[src/rtl/data_axi_bridge_if.sv]
// AXI4 single-beat read/write channel bundle between the data bridge and the interconnect.
// master = bridge side, slave = interconnect/memory side.
interface data_axi_bridge_if #(
  parameter int ID_W = 4
);
  logic [ID_W-1:0] arid;
  logic [31:0]     araddr;
  logic [7:0]      arlen;
  logic [2:0]      arsize;
  logic [1:0]      arburst;
  logic            arvalid;
  logic            arready;

  logic [ID_W-1:0] rid;
  logic [31:0]     rdata_axi;
  logic [1:0]      rresp;
  logic            rvalid;
  logic            rready;

  logic [ID_W-1:0] awid;
  logic [31:0]     awaddr;
  logic [7:0]      awlen;
  logic [2:0]      awsize;
  logic [1:0]      awburst;
  logic            awvalid;
  logic            awready;

  logic [31:0]     wdata_axi;
  logic [3:0]      wstrb_axi;
  logic            wlast;
  logic            wvalid;
  logic            wready;

  logic [ID_W-1:0] bid;
  logic [1:0]      bresp;
  logic            bvalid;
  logic            bready;

  modport master (
    output arid, araddr, arlen, arsize, arburst, arvalid,
    input  arready,
    input  rid, rdata_axi, rresp, rvalid,
    output rready,
    output awid, awaddr, awlen, awsize, awburst, awvalid,
    input  awready,
    output wdata_axi, wstrb_axi, wlast, wvalid,
    input  wready,
    input  bid, bresp, bvalid,
    output bready
  );

  modport slave (
    input  arid, araddr, arlen, arsize, arburst, arvalid,
    output arready,
    output rid, rdata_axi, rresp, rvalid,
    input  rready,
    input  awid, awaddr, awlen, awsize, awburst, awvalid,
    output awready,
    input  wdata_axi, wstrb_axi, wlast, wvalid,
    output wready,
    output bid, bresp, bvalid,
    input  bready
  );
endinterface

[src/rtl/data_axi_bridge.sv]
// Uncached LSU/MMU data port to AXI4 single-beat bridge, one transaction outstanding; load >= 3 cycles.
// Upstream stalls via addr_ok only in IDLE; data_ok is an unthrottled one-cycle pulse.
module data_axi_bridge #(
  parameter int              ID_W   = 4,
  parameter logic [ID_W-1:0] AXI_ID = ID_W'(1)
) (
  input  logic                  clk,
  input  logic                  reset,
  input  logic                  req,
  input  logic [31:0]           addr,
  input  logic                  we,
  input  logic [1:0]            size,
  input  logic [3:0]            wstrb,
  input  logic [31:0]           wdata,
  output logic                  addr_ok,
  output logic                  data_ok,
  output logic [31:0]           rdata,
  output logic                  data_err,
  data_axi_bridge_if.master     axi
);

  localparam logic [2:0] IDLE    = 3'd0;
  localparam logic [2:0] RD_ADDR = 3'd1;
  localparam logic [2:0] RD_DATA = 3'd2;
  localparam logic [2:0] WR_REQ  = 3'd3;
  localparam logic [2:0] WR_RESP = 3'd4;

  logic [2:0]  state;
  logic [31:0] addr_q;
  logic [1:0]  size_q;
  logic [3:0]  wstrb_q;
  logic [31:0] wdata_q;
  logic [31:0] rdata_q;
  logic        aw_done;
  logic        w_done;

  logic rd_fire;
  logic wr_fire;
  logic aw_now;
  logic w_now;

  assign addr_ok = !reset && req && (state == IDLE);
  assign rd_fire = !reset && (state == RD_DATA) && axi.rvalid;
  assign wr_fire = !reset && (state == WR_RESP) && axi.bvalid;

  assign data_ok  = rd_fire | wr_fire;
  assign data_err = rd_fire ? axi.rresp[1] : (wr_fire ? axi.bresp[1] : 1'b0);
  assign rdata    = rd_fire ? axi.rdata_axi : rdata_q;

  // A handshake landing this cycle counts as done, so the last one moves straight to WR_RESP.
  assign aw_now = aw_done | axi.awready;
  assign w_now  = w_done  | axi.wready;

  assign axi.arid    = AXI_ID;
  assign axi.araddr  = addr_q;
  assign axi.arlen   = 8'd0;
  assign axi.arsize  = {1'b0, size_q};
  assign axi.arburst = 2'b01;
  assign axi.arvalid = !reset && (state == RD_ADDR);
  assign axi.rready  = !reset && (state == RD_DATA);

  assign axi.awid    = AXI_ID;
  assign axi.awaddr  = addr_q;
  assign axi.awlen   = 8'd0;
  assign axi.awsize  = {1'b0, size_q};
  assign axi.awburst = 2'b01;
  assign axi.awvalid = !reset && (state == WR_REQ) && !aw_done;

  assign axi.wdata_axi = wdata_q;
  assign axi.wstrb_axi = wstrb_q;
  assign axi.wlast     = 1'b1;
  assign axi.wvalid    = !reset && (state == WR_REQ) && !w_done;
  assign axi.bready    = !reset && (state == WR_RESP);

  always_ff @(posedge clk) begin
    if (reset) begin
      state   <= IDLE;
      addr_q  <= 32'd0;
      size_q  <= 2'd0;
      wstrb_q <= 4'd0;
      wdata_q <= 32'd0;
      rdata_q <= 32'd0;
      aw_done <= 1'b0;
      w_done  <= 1'b0;
    end else begin
      case (state)
        IDLE: begin
          if (req) begin
            addr_q  <= addr;
            // Size 3 has no meaning on a 32-bit bus; issue it as a word.
            size_q  <= (size == 2'd3) ? 2'd2 : size;
            wstrb_q <= wstrb;
            wdata_q <= wdata;
            state   <= we ? WR_REQ : RD_ADDR;
          end
        end
        RD_ADDR: begin
          if (axi.arready) state <= RD_DATA;
        end
        RD_DATA: begin
          if (axi.rvalid) begin
            rdata_q <= axi.rdata_axi;
            state   <= IDLE;
          end
        end
        WR_REQ: begin
          if (aw_now && w_now) begin
            aw_done <= 1'b0;
            w_done  <= 1'b0;
            state   <= WR_RESP;
          end else begin
            aw_done <= aw_now;
            w_done  <= w_now;
          end
        end
        WR_RESP: begin
          if (axi.bvalid) state <= IDLE;
        end
        default: state <= IDLE;
      endcase
    end
  end

  // Ids are fixed with a single outstanding transaction; only the error bit of resp matters.
  logic unused_sink;
  assign unused_sink = &{1'b0, axi.rid, axi.bid, axi.rresp[0], axi.bresp[0]};

endmodule

[src/flat_wrapper.sv]
// flat-port wrapper written by rule: the top's interface ports become plain ports
module data_axi_bridge_flat 
#(
  parameter int              ID_W   = 4,
  parameter logic [ID_W-1:0] AXI_ID = ID_W'(1)
)
  (clk, reset, req, addr, we, size, wstrb, wdata, addr_ok, data_ok, rdata, data_err, axi_arid, axi_araddr, axi_arlen, axi_arsize, axi_arburst, axi_arvalid, axi_arready, axi_rid, axi_rdata_axi, axi_rresp, axi_rvalid, axi_rready, axi_awid, axi_awaddr, axi_awlen, axi_awsize, axi_awburst, axi_awvalid, axi_awready, axi_wdata_axi, axi_wstrb_axi, axi_wlast, axi_wvalid, axi_wready, axi_bid, axi_bresp, axi_bvalid, axi_bready);
  data_axi_bridge_if #(.ID_W(ID_W)) axi_i ();
  input  logic clk;
  input  logic reset;
  input  logic req;
  input  logic [31:0] addr;
  input  logic we;
  input  logic [1:0] size;
  input  logic [3:0] wstrb;
  input  logic [31:0] wdata;
  output logic addr_ok;
  output logic data_ok;
  output logic [31:0] rdata;
  output logic data_err;
  output wire logic [$bits(axi_i.arid)-1:0] axi_arid;
  output wire logic [$bits(axi_i.araddr)-1:0] axi_araddr;
  output wire logic [$bits(axi_i.arlen)-1:0] axi_arlen;
  output wire logic [$bits(axi_i.arsize)-1:0] axi_arsize;
  output wire logic [$bits(axi_i.arburst)-1:0] axi_arburst;
  output wire logic [$bits(axi_i.arvalid)-1:0] axi_arvalid;
  input wire logic [$bits(axi_i.arready)-1:0] axi_arready;
  input wire logic [$bits(axi_i.rid)-1:0] axi_rid;
  input wire logic [$bits(axi_i.rdata_axi)-1:0] axi_rdata_axi;
  input wire logic [$bits(axi_i.rresp)-1:0] axi_rresp;
  input wire logic [$bits(axi_i.rvalid)-1:0] axi_rvalid;
  output wire logic [$bits(axi_i.rready)-1:0] axi_rready;
  output wire logic [$bits(axi_i.awid)-1:0] axi_awid;
  output wire logic [$bits(axi_i.awaddr)-1:0] axi_awaddr;
  output wire logic [$bits(axi_i.awlen)-1:0] axi_awlen;
  output wire logic [$bits(axi_i.awsize)-1:0] axi_awsize;
  output wire logic [$bits(axi_i.awburst)-1:0] axi_awburst;
  output wire logic [$bits(axi_i.awvalid)-1:0] axi_awvalid;
  input wire logic [$bits(axi_i.awready)-1:0] axi_awready;
  output wire logic [$bits(axi_i.wdata_axi)-1:0] axi_wdata_axi;
  output wire logic [$bits(axi_i.wstrb_axi)-1:0] axi_wstrb_axi;
  output wire logic [$bits(axi_i.wlast)-1:0] axi_wlast;
  output wire logic [$bits(axi_i.wvalid)-1:0] axi_wvalid;
  input wire logic [$bits(axi_i.wready)-1:0] axi_wready;
  input wire logic [$bits(axi_i.bid)-1:0] axi_bid;
  input wire logic [$bits(axi_i.bresp)-1:0] axi_bresp;
  input wire logic [$bits(axi_i.bvalid)-1:0] axi_bvalid;
  output wire logic [$bits(axi_i.bready)-1:0] axi_bready;
  assign axi_arid = axi_i.arid;
  assign axi_araddr = axi_i.araddr;
  assign axi_arlen = axi_i.arlen;
  assign axi_arsize = axi_i.arsize;
  assign axi_arburst = axi_i.arburst;
  assign axi_arvalid = axi_i.arvalid;
  assign axi_i.arready = axi_arready;
  assign axi_i.rid = axi_rid;
  assign axi_i.rdata_axi = axi_rdata_axi;
  assign axi_i.rresp = axi_rresp;
  assign axi_i.rvalid = axi_rvalid;
  assign axi_rready = axi_i.rready;
  assign axi_awid = axi_i.awid;
  assign axi_awaddr = axi_i.awaddr;
  assign axi_awlen = axi_i.awlen;
  assign axi_awsize = axi_i.awsize;
  assign axi_awburst = axi_i.awburst;
  assign axi_awvalid = axi_i.awvalid;
  assign axi_i.awready = axi_awready;
  assign axi_wdata_axi = axi_i.wdata_axi;
  assign axi_wstrb_axi = axi_i.wstrb_axi;
  assign axi_wlast = axi_i.wlast;
  assign axi_wvalid = axi_i.wvalid;
  assign axi_i.wready = axi_wready;
  assign axi_i.bid = axi_bid;
  assign axi_i.bresp = axi_bresp;
  assign axi_i.bvalid = axi_bvalid;
  assign axi_bready = axi_i.bready;
  data_axi_bridge #(.ID_W(ID_W), .AXI_ID(AXI_ID)) u_core (.clk(clk), .reset(reset), .req(req), .addr(addr), .we(we), .size(size), .wstrb(wstrb), .wdata(wdata), .addr_ok(addr_ok), .data_ok(data_ok), .rdata(rdata), .data_err(data_err), .axi(axi_i));
endmodule
[config.mk]
export PLATFORM = sky130hd
export DESIGN_NAME = data_axi_bridge_flat
export DESIGN_NICKNAME = d
export VERILOG_FILES = /design/src/rtl/data_axi_bridge_if.sv /design/src/rtl/data_axi_bridge.sv /design/src/flat_wrapper.sv
export SDC_FILE = /design/constraint.sdc
export NUM_CORES = 1
export LEC_CHECK = 0
export CAP_MARGIN = 5
export CORE_MARGIN = 3
export CORE_UTILIZATION = 33
export CTS_CLUSTER_SIZE = 8
export DETAILED_ROUTE_END_ITERATION = 8
export PLACE_DENSITY_LB_ADDON = 0.3
export SETUP_SLACK_MARGIN = 0.3
export SLEW_MARGIN = 20
export SYNTH_ARGS = -nofsm -noshare
export SYNTH_HDL_FRONTEND = slang
export SYNTH_SLANG_ARGS = --single-unit
[constraint.sdc]
create_clock -name clk -period 1.49 [get_ports clk]
set_input_delay 0.298 -clock clk [delete_from_list [all_inputs] [get_ports clk]]
set_output_delay 0.298 -clock clk [all_outputs]
set_load 0.01 [all_outputs]
==> metrics <==
outcome=complete, but fails checks; violated checks=setup timing; Multi-input gate area=2530 sq um; register area share after synthesis=0.459; flop2flop setup slack=-470 ps; sw frac=0.277; Max Root-Sink Buffers=2; clock sink count=107; port bufs=256; pin count of the biggest net entering global routing=50; clock slew seen by the registers of the worst setup and hold paths=70 ps; Min Clock Period, post-route=2170 ps; Design Area, Final=8910 sq um; YS warnings=0; Total GRT Usage=0.211; Top-Level Pins=298; number of cells on the worst reg-to-reg path=12; Hold EP=u_core.axi.araddr[31]; first-pass GRT wire length=26700 microns; number of antenna violations at the first check in global routing=1; routability cong.=0.804; area of placed instances=7260 sq um; Max Cap Viol=0; main combinational cell family by area after synthesis=buffers and inverters; Seq pwr share=0.384; total gr overflow=0; worst hold stages=3; Hold Path Class=in -> reg; Int Pwr=6.01 mW; endpoints failing setup=142; Layout area overhead=90.7%; element type at the critical path start=register; Post-DRT Antenna Nets=0; mux contribution to synthesized area=0.0771; Mapped Cells=523; WP data arrival=1870 ps; critical path required time=1190 ps; final WL=18200 microns; Fillers=1020; Slew Limit Fails=0; most frequent cells in the layout=110 x clkdlybuf4s50_1, 100 x buf_2, 93 x nand2_1; Synth Area per Inst=8.93 sq um; DR DRC count=0; setup slack at placement=-965 ps; die area=15600 sq um; Post-Place Cells=927; fmax=460 MHz; critical path peak fanout=8; number of CTS-inserted buffers=9; core footprint=13600 sq um; hold-fix buffer count after cts=0; worst-margin pin slew=731 ps; Reg-to-Reg End=u_core.axi.araddr[23]; Clock Tree Root=clkbuf_16; worst clock skew=6.52 ps; Synth Register Bits=107; Simple-Gate Fraction of Synth Area=0.152; relative slew slack=0.513; Compound-Gate Fraction of Synth Area=0.152; fraction of layout cells with a size suffix above 1=0.550; RSZ-0062 raised after global routing=yes; Initial Util=0.344; net load switching power=2.30 mW; mapped cell area=4670 sq um; Vias/cell=4.84; Fin. Hold Viols=0; synth unique cells=30; vias in the first global route=4890; layout net count=956; clock power share=0.308; FP Rows=42; most common cell after layout, fill and taps aside=clkdlybuf4s50_1; Gate power share=0.308; PD cells=933 nW/um^2; DR pass1 iterations=4; Setup WS post-layout=-682 ps; Tcrit/Tclk final=1.46; wire per inst=17.9 microns; routed via count=4917; clk_lat worst skew=340 ps; reg2reg start=u_core.state[2]; Chip Width=125 microns; Lkg Pwr=3.97 nW; Final Total Pwr=8.31 mW; Register Area=2200 sq um; xor-xnor portion of the synthesized cell area=0; CTS tree=done; H-Tree Level Count=3; Adder-Cell Fraction of Synth Area=0; Hold Startpoint=reset; die height=125 microns; crit path capture type=primary output; DPL Wire Length=10600 microns; VDD IR-drop max=0.000497 V; Non-Filler Instances=1015; DRT iter0 DRCs=175; critical setup path kind=reg -> out
cells in the mapped netlist:
cell type / instances / share of area
nand2b_1: 2 / 0.0027
dfxtp_1: 107 / 0.46
a21oi_1: 75 / 0.080
nor4b_1: 2 / 0.0038
or4b_2: 1 / 0.0021
buf_6: 2 / 0.0048
or4b_1: 1 / 0.0021
nand3b_1: 4 / 0.0064
conb_1: 2 / 0.0016
nor4b_4: 1 / 0.0051
buf_4: 66 / 0.11
and3b_1: 1 / 0.0019
a32o_1: 1 / 0.0021
clkbuf_1: 12 / 0.0096
a31oi_1: 1 / 0.0013
o221ai_1: 1 / 0.0019
a21o_1: 1 / 0.0016
nor3_1: 5 / 0.0054
nand2_1: 139 / 0.11
a211o_1: 1 / 0.0019
mux2_2: 32 / 0.077
o211ai_1: 1 / 0.0016
and4b_1: 1 / 0.0021
buf_2: 15 / 0.016
buf_8: 7 / 0.023
nor2_1: 7 / 0.0056
a22o_1: 32 / 0.060
o21ai_0: 1 / 0.0011
nand2_2: 1 / 0.0013
and2_1: 1 / 0.0013
worst max path at each step:
stage                     from   endpoint  slack, ps
2_1_floorplan  u_core.state[2]    addr_ok       -100
3_3_place_gp               req    addr_ok       -950
3_5_place_dp               req    addr_ok       -960
4_1_cts        u_core.state[2]  rdata[16]       -690
5_1_grt        u_core.state[0]  rdata[22]       -730
6_report       u_core.state[0]  rdata[16]       -680
cell families after synthesis:
logic type      after synthesis
simple gates                166
mux                          32
other cells                   2
compound gates              114
buf+inv                     102
flops                       107
critical path: stages (launching register included):
cell and delay (ps):
dfxtp_4 360, nor2_4 110, and4b_2 280, buf_6 110, buf_6 120, buf_16 140, mux2_4 300, buf_6 120
state kept, by name (all words and copies together) (netlist names):
name and cells:
u_core.size_q 2, u_core.aw_done 1, u_core.w_done 1, u_core.rdata_q 32
u_core.axi.wstrb_axi 4, u_core.axi.wdata_axi 32, u_core.axi.araddr 32, u_core.state 3
area by class of cell:
cell class                      count  area share
Antenna cell                        1    0.000281
Clock buffer                       12      0.0277
Clock inverter                      4     0.00829
Multi-Input combinational cell    343       0.284
Sequential cell                   107       0.247
Tap cell                          176      0.0247
Timing Repair Buffer              372       0.408
what timing repair did:
action | in CTS | in global routing
resized for setup | 783 | 107
endpoints found under the setup margin | 249 | 155
pin swaps | 53 | 36
buffers inserted | 35 | 19
cloned | 17 | 0
power groups by stage:
stage	Sequential (mW)	Clock, mW	Combinational, mW
final	3.19	2.56	2.56
after global routing	3.22	2.73	2.70
after CTS	3.19	2.61	2.29
after detailed placement	3.25	0	1.79
after global placement	3.24	0	1.76
after floorplan	3.30	0	0.882
metrics by stage:
step           setup TNS, ps   util  hold WS [ps]
2_1_floorplan          -1710      -           431
3_3_place_gp          -87900  0.535           442
3_5_place_dp          -91140  0.535           446
4_1_cts               -45920  0.616           356
5_1_grt               -66430  0.657           427
6_report              -58220  0.657           425
layer usage:
layer,share of wire,global-route usage,up-vias
met1,0.39,0.241,2378
li1,-,-,2304
met5,0,0,-
met4,0.026,0.0784,0
met2,0.53,0.387,197
met3,0.055,0.0439,38
No activity file was read; power rests on OpenSTA's default activity.
==> patch: new RTL, same flow settings <==
Reset style: asynchronous (`reset`), changed in one clocked block.
--- a/src/rtl/data_axi_bridge.sv
+++ b/src/rtl/data_axi_bridge.sv
@@ -72,7 +72,7 @@
   assign axi.wvalid    = !reset && (state == WR_REQ) && !w_done;
   assign axi.bready    = !reset && (state == WR_RESP);
 
-  always_ff @(posedge clk) begin
+  always_ff @(posedge clk or posedge reset) begin
     if (reset) begin
       state   <= IDLE;
       addr_q  <= 32'd0;
Formal check against the unedited RTL: differs if reset is asserted again (counterexample within 4 cycles, from zero or initial values and one cycle with reset high); with reset held inactive, the same outputs for 10 cycles.
==> patch against the original RTL <==
The run still ends with negative setup slack left; register-to-register slack got worse by 110 ps; sequential cell count unchanged; critical path depth up 1; routed wire length down 7.9%; synthesized area increased by 16%; final area increased by 13%; setup slack worse by 250 ps; largest cell class unchanged.
Power is not compared: it rests on default switching activity, and its combinational part moved more than twofold at a synthesized area within 25%.
==> patch: results (changes against the original RTL) <==
- Status: finished with violations (unchanged)
- Violated checks: negative setup slack (unchanged)
- Clk_skew: 6.31 ps (was 6.52 ps)
- FFs w/ async S/R, synth: 1.00 (was 0)
- Slowest CP cell: dfrtp_1 (was dfxtp_4)
- Layout cell share with drive strength beyond 1: 0.640 (was 0.550)
- Initial antenna violation count: 0 (was 1)
- PnR worst setup slack: -936 ps (was -682 ps)
- First-pass GRT wire length: 25600 um (was 26700 um)
- Register area share after synthesis: 0.493 (was 0.459)
- Place WS: -1090 ps (was -965 ps)
- Filler cells: 1232 (was 1020)
- Final antenna diode count: 0 (was 1)
- Wirelength per Cell: 17.3 um (was 17.9 um)
- Dpl cell area: 8380 um^2 (was 7260 um^2)
- RePlAce Congestion: 0.739 (was 0.804)
- Primary FF master, synth: dfrtp_1 (was dfxtp_1)
- Final-stage net count: 869 (was 956)
- Setup-failing EPs final: 146 (was 142)
- Drt initial violations: 117 (was 175)
- Dominant cells by area after synthesis: dfrtp_1, mux2_4, mux2_2, buf_4, buf_12 (was dfxtp_1, nand2_1, buf_4, a21oi_1, mux2_2)
- Placed wire-length estimate: 10500 um (was 10600 um)
- Vias per std cell: 4.34 (was 4.84)
- Vias in the first global route: 4631 (was 4890)
- GRT Resource Usage Total: 0.181 (was 0.211)
- Most common library cells after synthesis: dfrtp_1, buf_4, mux2_2, mux2_4, mux2_1 (was nand2_1, dfxtp_1, a21oi_1, buf_4)
- Cell variety after synth: 34 (was 30)
- Hold Crit Class: register to register (was primary input to register)
- CP peak stage delay: 410 ps (was 360 ps)
- Critical path arrival: 2130 ps (was 1870 ps)
- Critical path fanouts, max: 7 (was 8)
==> patch: changes by cell type after synthesis, sizes merged, moves of 32 or more <==
cell / delta
nand2: -139
a22o: -32
dfrtp: +107
mux2: +101
dfxtp: -107
a21oi: -71
==> patch: stage by stage <==
step,hold slack [ps],std cells,total power [W],utilization,TNS (ps)
floorplan,408,398,0.0117,-,-37240
global placement,492,841,0.0159,0.524,-96420
detailed placement,493,841,0.0161,0.524,-107210
CTS,508,945,0.0209,0.608,-64470
global route,525,967,0.0226,0.630,-83150
finish,514,967,0.0215,0.630,-76190
==> patch: logic make-up (layout without fill, tap and decap cells) <==
logic type,after synthesis,after routing,synth area share
mux,134,134,0.319
flops,107,107,0.493
buf+inv,87,440,0.139
simple gates,27,27,0.0338
compound gates,12,12,0.0147
other cells,2,31,0.00138
==> patch: what timing repair did <==
| action | in CTS | in global routing |
|---|---|---|
| cloned | 11 | 2 |
| pin swaps | 8 | 8 |
| setup buffers | 77 | 20 |
| gates resized for setup | 743 | 36 |
| endpoints found under the setup margin | 358 | 312 |
==> patch: critical path, delay by kind of cell, from the launching register on <==
family                 cells  cell delay, ps
and+or+nand+nor            2             480
DFF                        1             410
muxes                      1             300
buffers and inverters      5             580
==> patch: layer usage <==
metal | track usage | wire length [um]
met3 | 0.0578 | 1130
met5 | 0 | 0
met4 | 0.0441 | 215
met2 | 0.317 | 8630
met1 | 0.217 | 6770
==> patch: power by group <==
group | switching, W | internal [W] | total [W]
registers | 0.00106 | 0.00441 | 0.00547
logic | 0.00460 | 0.00896 | 0.0136
clock network | 0.00116 | 0.00134 | 0.00250
==> patch: final timing paths <==
check	startpoint	endpoint	slack, ps	cells past startpoint
worst max-delay path	u_core.state[2]	rdata[23]	-940	8
worst min-delay path	u_core.axi.wdata_axi[17]	u_core.axi.wdata_axi[17]	510	1
worst max register to register	u_core.state[2]	u_core.axi.araddr[21]	-580	9
worst min register to register	u_core.axi.wdata_axi[17]	u_core.axi.wdata_axi[17]	510	1
max in group asynchronous	reset	u_core.axi.wstrb_axi[1]	400	5
min in group asynchronous	reset	u_core.state[0]	740	5
==> patch: layout make-up <==
cell class	count	share of cell area
Multi-Input combinational cell	204	0.250
Timing Repair Buffer	421	0.426
Sequential cell	107	0.266
Clock buffer	9	0.0224
Tap cell	216	0.0268
Clock inverter	7	0.00832
Inverter	3	0.00149
